### src/rtl/frame_demod_pkg.sv
// Shared types and default parameters for the frame demodulator.
package frame_demod_pkg;

  localparam int DEF_HEAD_LEN  = 5;
  localparam int DEF_FRAME_LEN = 32;
  localparam int DEF_REST_LEN  = 16;
  localparam int DEF_HEAD_THR  = 2;

  typedef logic signed [3:0] sample_t;

  typedef enum logic [1:0] {
    SEARCH,
    DATA,
    REST
  } state_t;

endpackage

### src/rtl/frame_demod_if.sv
// Sample input and demodulated-symbol/frame output bundle of frame_demod.
interface frame_demod_if;
  import frame_demod_pkg::*;

  sample_t     I_in;
  sample_t     Q_in;
  logic        locked;
  logic        sym_valid;
  logic        sym_I_bit;
  logic        sym_Q_bit;
  logic [4:0]  sym_idx;
  logic [63:0] frame_data;
  logic        frame_valid;
  logic [6:0]  weak_cnt;

  modport master (
    output I_in, Q_in,
    input  locked, sym_valid, sym_I_bit, sym_Q_bit, sym_idx,
           frame_data, frame_valid, weak_cnt
  );

  modport slave (
    input  I_in, Q_in,
    output locked, sym_valid, sym_I_bit, sym_Q_bit, sym_idx,
           frame_data, frame_valid, weak_cnt
  );

endinterface

### src/rtl/iq_slicer.sv
// Per-sample combinational decisions: hard sign bits, weak flags, head qualifier.
module iq_slicer
  import frame_demod_pkg::*;
#(
  parameter int HEAD_THR = DEF_HEAD_THR
) (
  input  sample_t i_s,
  input  sample_t q_s,
  output logic    i_bit,
  output logic    q_bit,
  output logic    i_weak,
  output logic    q_weak,
  output logic    head_ok
);

  localparam sample_t THR_POS = sample_t'(HEAD_THR);
  localparam sample_t THR_NEG = sample_t'(-HEAD_THR);
  localparam sample_t WEAK_HI = sample_t'(1);
  localparam sample_t WEAK_LO = sample_t'(-1);

  // Non-negative decides 1; the sign bit alone is enough.
  assign i_bit   = ~i_s[3];
  assign q_bit   = ~q_s[3];
  assign i_weak  = (i_s >= WEAK_LO) && (i_s <= WEAK_HI);
  assign q_weak  = (q_s >= WEAK_LO) && (q_s <= WEAK_HI);
  assign head_ok = (i_s >= THR_POS) && (q_s <= THR_NEG);

endmodule

### src/rtl/frame_demod.sv
// Head-locked frame demodulator: SEARCH for a head run, slice FRAME_LEN
// data symbols into a 64-bit frame, then blank for REST_LEN cycles.
module frame_demod
  import frame_demod_pkg::*;
#(
  parameter int HEAD_LEN  = DEF_HEAD_LEN,
  parameter int FRAME_LEN = DEF_FRAME_LEN,
  parameter int REST_LEN  = DEF_REST_LEN,
  parameter int HEAD_THR  = DEF_HEAD_THR
) (
  input  logic          clk,
  input  logic          reset,
  frame_demod_if.slave  bus
);

  localparam int HW = $clog2(HEAD_LEN + 1);
  localparam int RW = $clog2(REST_LEN + 1);

  localparam logic [HW-1:0] HEAD_LAST = HW'(HEAD_LEN - 1);
  localparam logic [4:0]    SYM_LAST  = 5'(FRAME_LEN - 1);
  localparam logic [RW-1:0] REST_LAST = RW'(REST_LEN - 1);

  state_t        state;
  logic [HW-1:0] head_cnt;
  logic [4:0]    sym_cnt;
  logic [RW-1:0] rest_cnt;
  logic [63:0]   shadow;
  logic [6:0]    weak_acc;

  logic i_bit, q_bit, i_weak, q_weak, head_ok;

  iq_slicer #(.HEAD_THR(HEAD_THR)) u_slicer (
    .i_s     (bus.I_in),
    .q_s     (bus.Q_in),
    .i_bit   (i_bit),
    .q_bit   (q_bit),
    .i_weak  (i_weak),
    .q_weak  (q_weak),
    .head_ok (head_ok)
  );

  logic [63:0] shadow_next;
  logic [6:0]  weak_next;

  assign shadow_next = {shadow[61:0], i_bit, q_bit};
  assign weak_next   = weak_acc + {6'd0, i_weak} + {6'd0, q_weak};

  // NOTE: clocked state uses non-blocking assignments so every register
  // samples pre-edge values; the shadow register is a plain flop vector,
  // so clearing it in reset is cheap and required for a clean restart.
  always_ff @(posedge clk) begin
    if (reset) begin
      state           <= SEARCH;
      head_cnt        <= '0;
      sym_cnt         <= '0;
      rest_cnt        <= '0;
      shadow          <= '0;
      weak_acc        <= '0;
      bus.locked      <= 1'b0;
      bus.sym_valid   <= 1'b0;
      bus.sym_I_bit   <= 1'b0;
      bus.sym_Q_bit   <= 1'b0;
      bus.sym_idx     <= '0;
      bus.frame_data  <= '0;
      bus.frame_valid <= 1'b0;
      bus.weak_cnt    <= '0;
    end else begin
      bus.sym_valid   <= 1'b0;
      bus.frame_valid <= 1'b0;
      case (state)
        SEARCH: begin
          if (!head_ok) begin
            head_cnt <= '0;
          end else if (head_cnt == HEAD_LAST) begin
            state      <= DATA;
            head_cnt   <= '0;
            sym_cnt    <= '0;
            bus.locked <= 1'b1;
          end else begin
            head_cnt <= head_cnt + 1'b1;
          end
        end
        DATA: begin
          bus.sym_valid <= 1'b1;
          bus.sym_I_bit <= i_bit;
          bus.sym_Q_bit <= q_bit;
          bus.sym_idx   <= sym_cnt;
          sym_cnt       <= sym_cnt + 1'b1;
          if (sym_cnt == SYM_LAST) begin
            bus.frame_data  <= shadow_next;
            bus.weak_cnt    <= weak_next;
            bus.frame_valid <= 1'b1;
            bus.locked      <= 1'b0;
            shadow          <= '0;
            weak_acc        <= '0;
            rest_cnt        <= '0;
            state           <= REST;
          end else begin
            shadow   <= shadow_next;
            weak_acc <= weak_next;
          end
        end
        REST: begin
          if (rest_cnt == REST_LAST) begin
            state    <= SEARCH;
            head_cnt <= '0;
          end else begin
            rest_cnt <= rest_cnt + 1'b1;
          end
        end
        default: state <= SEARCH;
      endcase
    end
  end

endmodule

### src/flat_wrapper.sv
// flat-port wrapper written by rule: the top's interface ports become plain ports
module frame_demod_flat import frame_demod_pkg::*;
#(
  parameter int HEAD_LEN  = DEF_HEAD_LEN,
  parameter int FRAME_LEN = DEF_FRAME_LEN,
  parameter int REST_LEN  = DEF_REST_LEN,
  parameter int HEAD_THR  = DEF_HEAD_THR
)
  (clk, reset, bus_I_in, bus_Q_in, bus_locked, bus_sym_valid, bus_sym_I_bit, bus_sym_Q_bit, bus_sym_idx, bus_frame_data, bus_frame_valid, bus_weak_cnt);
  frame_demod_if bus_i ();
  input  logic clk;
  input  logic reset;
  input wire logic [$bits(bus_i.I_in)-1:0] bus_I_in;
  input wire logic [$bits(bus_i.Q_in)-1:0] bus_Q_in;
  output wire logic [$bits(bus_i.locked)-1:0] bus_locked;
  output wire logic [$bits(bus_i.sym_valid)-1:0] bus_sym_valid;
  output wire logic [$bits(bus_i.sym_I_bit)-1:0] bus_sym_I_bit;
  output wire logic [$bits(bus_i.sym_Q_bit)-1:0] bus_sym_Q_bit;
  output wire logic [$bits(bus_i.sym_idx)-1:0] bus_sym_idx;
  output wire logic [$bits(bus_i.frame_data)-1:0] bus_frame_data;
  output wire logic [$bits(bus_i.frame_valid)-1:0] bus_frame_valid;
  output wire logic [$bits(bus_i.weak_cnt)-1:0] bus_weak_cnt;
  assign bus_i.I_in = bus_I_in;
  assign bus_i.Q_in = bus_Q_in;
  assign bus_locked = bus_i.locked;
  assign bus_sym_valid = bus_i.sym_valid;
  assign bus_sym_I_bit = bus_i.sym_I_bit;
  assign bus_sym_Q_bit = bus_i.sym_Q_bit;
  assign bus_sym_idx = bus_i.sym_idx;
  assign bus_frame_data = bus_i.frame_data;
  assign bus_frame_valid = bus_i.frame_valid;
  assign bus_weak_cnt = bus_i.weak_cnt;
  frame_demod #(.HEAD_LEN(HEAD_LEN), .FRAME_LEN(FRAME_LEN), .REST_LEN(REST_LEN), .HEAD_THR(HEAD_THR)) u_core (.clk(clk), .reset(reset), .bus(bus_i));
endmodule
### config.mk
export PLATFORM = sky130hd
export DESIGN_NAME = frame_demod_flat
export DESIGN_NICKNAME = d
export VERILOG_FILES = /design/src/rtl/frame_demod_pkg.sv /design/src/rtl/frame_demod_if.sv /design/src/rtl/iq_slicer.sv /design/src/rtl/frame_demod.sv /design/src/flat_wrapper.sv
export SDC_FILE = /design/constraint.sdc
export NUM_CORES = 1
export LEC_CHECK = 0
export BUFFER_PORTS_ARGS = -buffer_cell sky130_fd_sc_hd__buf_2
export CORE_UTILIZATION = 61
export DETAILED_ROUTE_END_ITERATION = 8
export GPL_TIMING_DRIVEN = 0
export PLACE_DENSITY = 0.91
export SLEW_MARGIN = 10
export SYNTH_ARGS = -nofsm -noshare
export SYNTH_HDL_FRONTEND = slang
export SYNTH_SLANG_ARGS = --single-unit
export TNS_END_PERCENT = 20
### constraint.sdc
create_clock -name clk -period 6.3 [get_ports clk]
set_input_delay 1.26 -clock clk [delete_from_list [all_inputs] [get_ports clk]]
set_output_delay 1.26 -clock clk [all_outputs]
set_load 0.03 [all_outputs]
Word-level counts from Yosys, hierarchy flattened
Cells that the tools add are included.
Operators by class
  bitwise logic cells: 3
  magnitude comparators: 6
  equality and inequality tests: 10
  add/subtract/negate cells: 5
  reduce and logical (&&, ||, !) cells: 14
  muxes and demuxes: 23
Operators with widths (number)
  62-bit two-way mux: 1
  5-bit two-way mux: 4
  5-bit one-hot mux with 2 select lines: 2
  7-bit by 1-bit adder with 7-bit output: 2
  4-bit by 2-bit <= comparator with 1-bit output (second input constant): 3
  5-bit by 1-bit adder with 5-bit output (second input constant): 2
  3-bit two-way mux: 3
  4-bit by 1-bit greater-or-equal comparator with 1-bit output (second input constant): 2
  2-bit two-way mux: 4
  2-bit by 1-bit inequality test with 1-bit output (second input constant): 4
  4-bit AND reduction: 2
  7-bit two-way mux: 1
  2-bit one-hot mux with 3 select lines: 1
  3-bit one-hot mux with 2 select lines: 1
  3-bit AND reduction: 2
  2-bit nonzero test: 3
  5-bit by 4-bit equality test with 1-bit output (second input constant): 1
  5-bit equality test (second input constant): 1
  1-bit two-way mux: 5
  4-bit by 3-bit greater-or-equal comparator with 1-bit output (second input constant): 1
  2-bit AND reduction: 2
  3-bit by 1-bit adder with 3-bit output (second input constant): 1
  3-bit equality test (second input constant): 1
  1-bit logical AND: 3
  other kinds (7): 9
Storage, ports and cells
  bits in registers: 165
  output and inout bits: 81
  word-level logic and storage cells: 75
  input port bits: 10

Logic depth before layout (Yosys ltp)
  depth in word-level cells: 5
  mapped depth: 10
  gate-level depth less buffers: 9

Modules after synthesis
Synthesis repeated with hierarchy kept, for this count alone.
Second synthesis, totals
  cells, all modules: 767
  area total of the unflattened synthesis: 6336.1 µm²
By module, submodules not included
  frame_demod: times used 1, cells an instance 758, sequential area each 3303.2 µm², area an instance 6273.5 µm²
  iq_slicer: times used 1, cells an instance 9, sequential area each 0.0 µm², area an instance 62.6 µm²

Worst setup path before layout
OpenSTA, ideal clock, no wires.
  path type: input-to-reg
  start point: input port bus_Q_in[0]
  end point: register u_core.bus.weak_cnt[6] (netlist bit)
  data arrival time: 2.907 ns
  path slack: 3.308 ns
  path buffers: 0
  required time: 6.214 ns
  cell stages on the path: 9
  setup time: 0.086 ns
  cells stage by stage: and3_1 a21oi_1 fa_1 inv_1 ha_1 and3_1 nand3_1 xnor2_1 a211oi_1
Between the ends
  word-level cells in the longest chain between the ends: 3
  elaborated cells between the ends (all ways): 4
  those cells by class: 1 x add/sub; 2 x order compare; 1 x reduce/logical
Ends and longest elaborated chain
  start, declared: line flat_wrapper.sv:14  | input wire logic [$bits(bus_i.Q_in)-1:0] bus_Q_in;
  4-bit by 1-bit greater-or-equal comparator with 1-bit output or 4-bit by 2-bit <= comparator with 1-bit output (tied branches): line iq_slicer.sv:25  | assign q_weak = (q_s >= WEAK_LO) && (q_s <= WEAK_HI);
  1-bit logical AND (*): line iq_slicer.sv:25
  7-bit by 1-bit adder with 7-bit output (*): line frame_demod.sv:46  | assign weak_next = weak_acc + {6'd0, i_weak} + {6'd0, q_weak};
  end signal, assigned: line frame_demod.sv:91  | bus.weak_cnt <= weak_next;
  end, declared: line frame_demod_if.sv:25  | frame_data, frame_valid, weak_cnt
Every way passes the cells marked *; elsewhere a longest branch is shown, timed or not.
A chain may end at the register's enable or synchronous reset.

Worst setup path in the final report
  start point: input port bus_Q_in[2]
  end point: register u_core.bus.weak_cnt[6] (netlist bit)
The elaborated chain is that of the path after synthesis.

==> out/metrics.cfg <==
[placed_design]
dp_hpwl_um = 9939
gp_congestion = 0.8443
io_buffers = 89
place_ws_ns = 3.017

[synthesis]
synth_top_cell_by_area = dfxtp_1
yosys_warnings = 0
synth.distinct_cells = 43
seq_area_frac_synth = 0.5260
synth.net_count = 786
syn_area_mm2 = 0.006280
ys_ff_latch = 165
ys_async_sr_fraction = 0
synth_cells = 765
synth_edf_count = 0
synth_flop_cell = dfxtp_1
synth_top_cell_area_share = 0.5260
synth_area_leaders = dfxtp_1 (53%), nand2_1 (12%), a21oi_1 (11%)
synth_area_per_cell_um2 = 8.209

[setup_path]
path_max_fanout = 4
arrival_ns = 3.22
crit_top_cell = and3_1
critPathSlowestCell = fa_1
worst_path_largest_cell_delay_ns = 0.46
required_ns = 6.74
startpoint_type = input pin
crit_buf_inv = 2
path_class = input pin to register
path_cells = buf_2, and3_1, a21oi_1, fa_1, inv_1, ha_1, and3_1, nand3_1, xnor2_1, a211oi_1
endpoint_kind = register
cp_top_family = adder cells

[worst_hold_path]
hp-class = register to register

[drt]
wl_per_cell_um = 14.70
wirelength_um = 14960
drt_iter0_drc = 425
first_pass_iters = 5
vias = 5860
via_per_inst = 5.756
drc = 0
ant_nets = 0

[cells_and_area]
areaGrowthSynthToFinish_pct = 18.13
final_core_util = 0.7520
final_layout_size_suffix_gt1_frac = 0.1661
multi_input_area_mm2 = 0.002691
ff_latch_area_mm2 = 0.003303
finalNetCount = 894
diodes = 0
n_fill_cell = 680

[power]
p_sw_uw = 459.5
cellPowerDensity_mw_per_mm2 = 270.8
pwr-share-seq = 0.519
p_int_mw = 1.549
swShare = 0.2287
comb_power_share = 0.017
vdd_drop_max_mv = 0.2049
cellLeakagePower_nw = 2.791
clockPowerShare = 0.464

[clock_tree]
cts_hold_buffers = 0
clock_latency_ns = 0.53
h-tree-depth = 4
cts_tree = done
cts_resized = 0
cts_buffer_depth = 2
cts_buffers = 17
path_clk_slew_ns = 0.07
post_cts_buffers = 0
cts.sinks = 165
root_buffer = clkbuf_8

[global_routing]
grt_overflow = 0
grt_start_max_net_pins = 17
grt_antenna_before_repair = 0
grt_pass1_vias = 5154
grt_pass1_wl_um = 23770
grt_usage = 0.2864

[flow_run]
maxCapViolations = 0

[timing]
rsz0062_at_grt = false
holdWs_ns = 0.4499
fin_setup_tns_ns = 0
drv_slew = 0
finalCritPeriodShare = 0.4408
max_slew_margin = 0.5563
tightest_slew_ns = 0.6656
fmax_ghz = 0.3601
skew_ns = 0.01158
setup_viol = 0
hold_viol = 0
setup_slack_ns = 3.523
period_minus_slack_ns = 2.777

[floorplanning]
die_w_um = 103.5
start_util = 0.6366
row_count = 36
die-height_um = 103.5
ioPinCount = 91
design.core.area_mm2 = 0.009864
die_area_mm2 = 0.01070

[outcome]
status = complete, no violations

## routing by layer
layer / share of wire / GRT usage
met5: 0 / 0
met4: 0.023 / 0.1170
met3: 0.074 / 0.06317
met2: 0.49 / 0.4763
met1: 0.42 / 0.3613
## final timing paths
kind              cells after the start                      start                         to  slack (ns)
setup / recovery                     10                bus_Q_in[2]     u_core.bus.weak_cnt[6]        3.52
hold / removal                        2  u_core.bus.frame_data[27]  u_core.bus.frame_data[27]        0.45
setup reg to reg                     10          u_core.sym_cnt[1]  u_core.bus.frame_data[57]        3.92
hold reg to reg                       2  u_core.bus.frame_data[27]  u_core.bus.frame_data[27]        0.45
## stage by stage
step / area (µm²) / total power, mW / instances
detailed placement: 6892 / 1.100 / 987
global placement: 6892 / 1.099 / 987
global route: 7418 / 2.057 / 1018
finish: 7418 / 2.009 / 1018
CTS: 7418 / 2.006 / 1018
floorplan: 6280 / 1.087 / 765
## worst reg2reg max path, cell delays in order (launching register included)
cell     delay, ns
dfxtp_1       0.42
ha_1          0.23
and3_1        0.20
ha_1          0.15
buf_2         0.22
inv_2         0.15
nor2_4        0.23
buf_2         0.30
buf_4         0.22
nand2_1       0.08
a21oi_1       0.11
## Yosys cell counts, drive strengths merged (5+ instances only)
master / n
a211oi: 11
a21oi: 134
and3: 6
buf: 32
clkbuf: 25
dfxtp: 165
ha: 10
inv: 12
mux2i: 7
nand2: 196
nand2b: 8
nand3: 67
nand4: 5
nor2: 33
nor2b: 6
nor3: 8
xnor2: 6
## cell families (layout without fill, tap and decap cells)
group                    Yosys count  in the layout  synth area share
multiplexers                       8              8           0.01295
AO/OA/AOI/OAI                    164            164            0.1429
XOR/XNOR                           8              8           0.01116
flip-flops                       165            165            0.5260
AND/OR/NAND/NOR                  340            340            0.2385
adder cells (fa/ha/maj)           11             11           0.02311
buffers and inverters             69            189           0.04543
## registers in the layout, summed over array words and instances (netlist names), 2 cells and up
register,count
u_core.bus.frame_data,64
u_core.bus.sym_idx,5
u_core.bus.weak_cnt,7
u_core.head_cnt,3
u_core.rest_cnt,5
u_core.shadow,62
u_core.state,2
u_core.sym_cnt,5
u_core.weak_acc,7
## final cells by class
type                            count  area share
Buffer                             57     0.03238
Clock buffer                       18     0.05768
Clock inverter                     13     0.01332
Inverter                           12    0.006072
Multi-Input combinational cell    531      0.3628
Sequential cell                   165      0.4453
Tap cell                          133     0.02243
Timing Repair Buffer               89     0.06004
## placed cells by master, fill, tap and decap left out, drive strengths merged, types with 7 or more instances in the layout
master and instances:
nor2 33, buf 121, clkbuf 43, nand2 196
inv 18, ha 10, nand2b 8, nor3 8
a21oi 134, dfxtp 165, nand3 67, a211oi 11
mux2i 7
## power groups by stage
stage	registers, mW	clock network (mW)	logic (mW)
2_1_floorplan	1.07	0	0.0201
4_1_cts	1.04	0.929	0.0334
3_3_place_gp	1.07	0	0.0325
6_report	1.04	0.931	0.0342
5_1_grt	1.04	0.978	0.0365
3_5_place_dp	1.07	0	0.0329
Note: power is estimated with default switching activity, not from simulation.
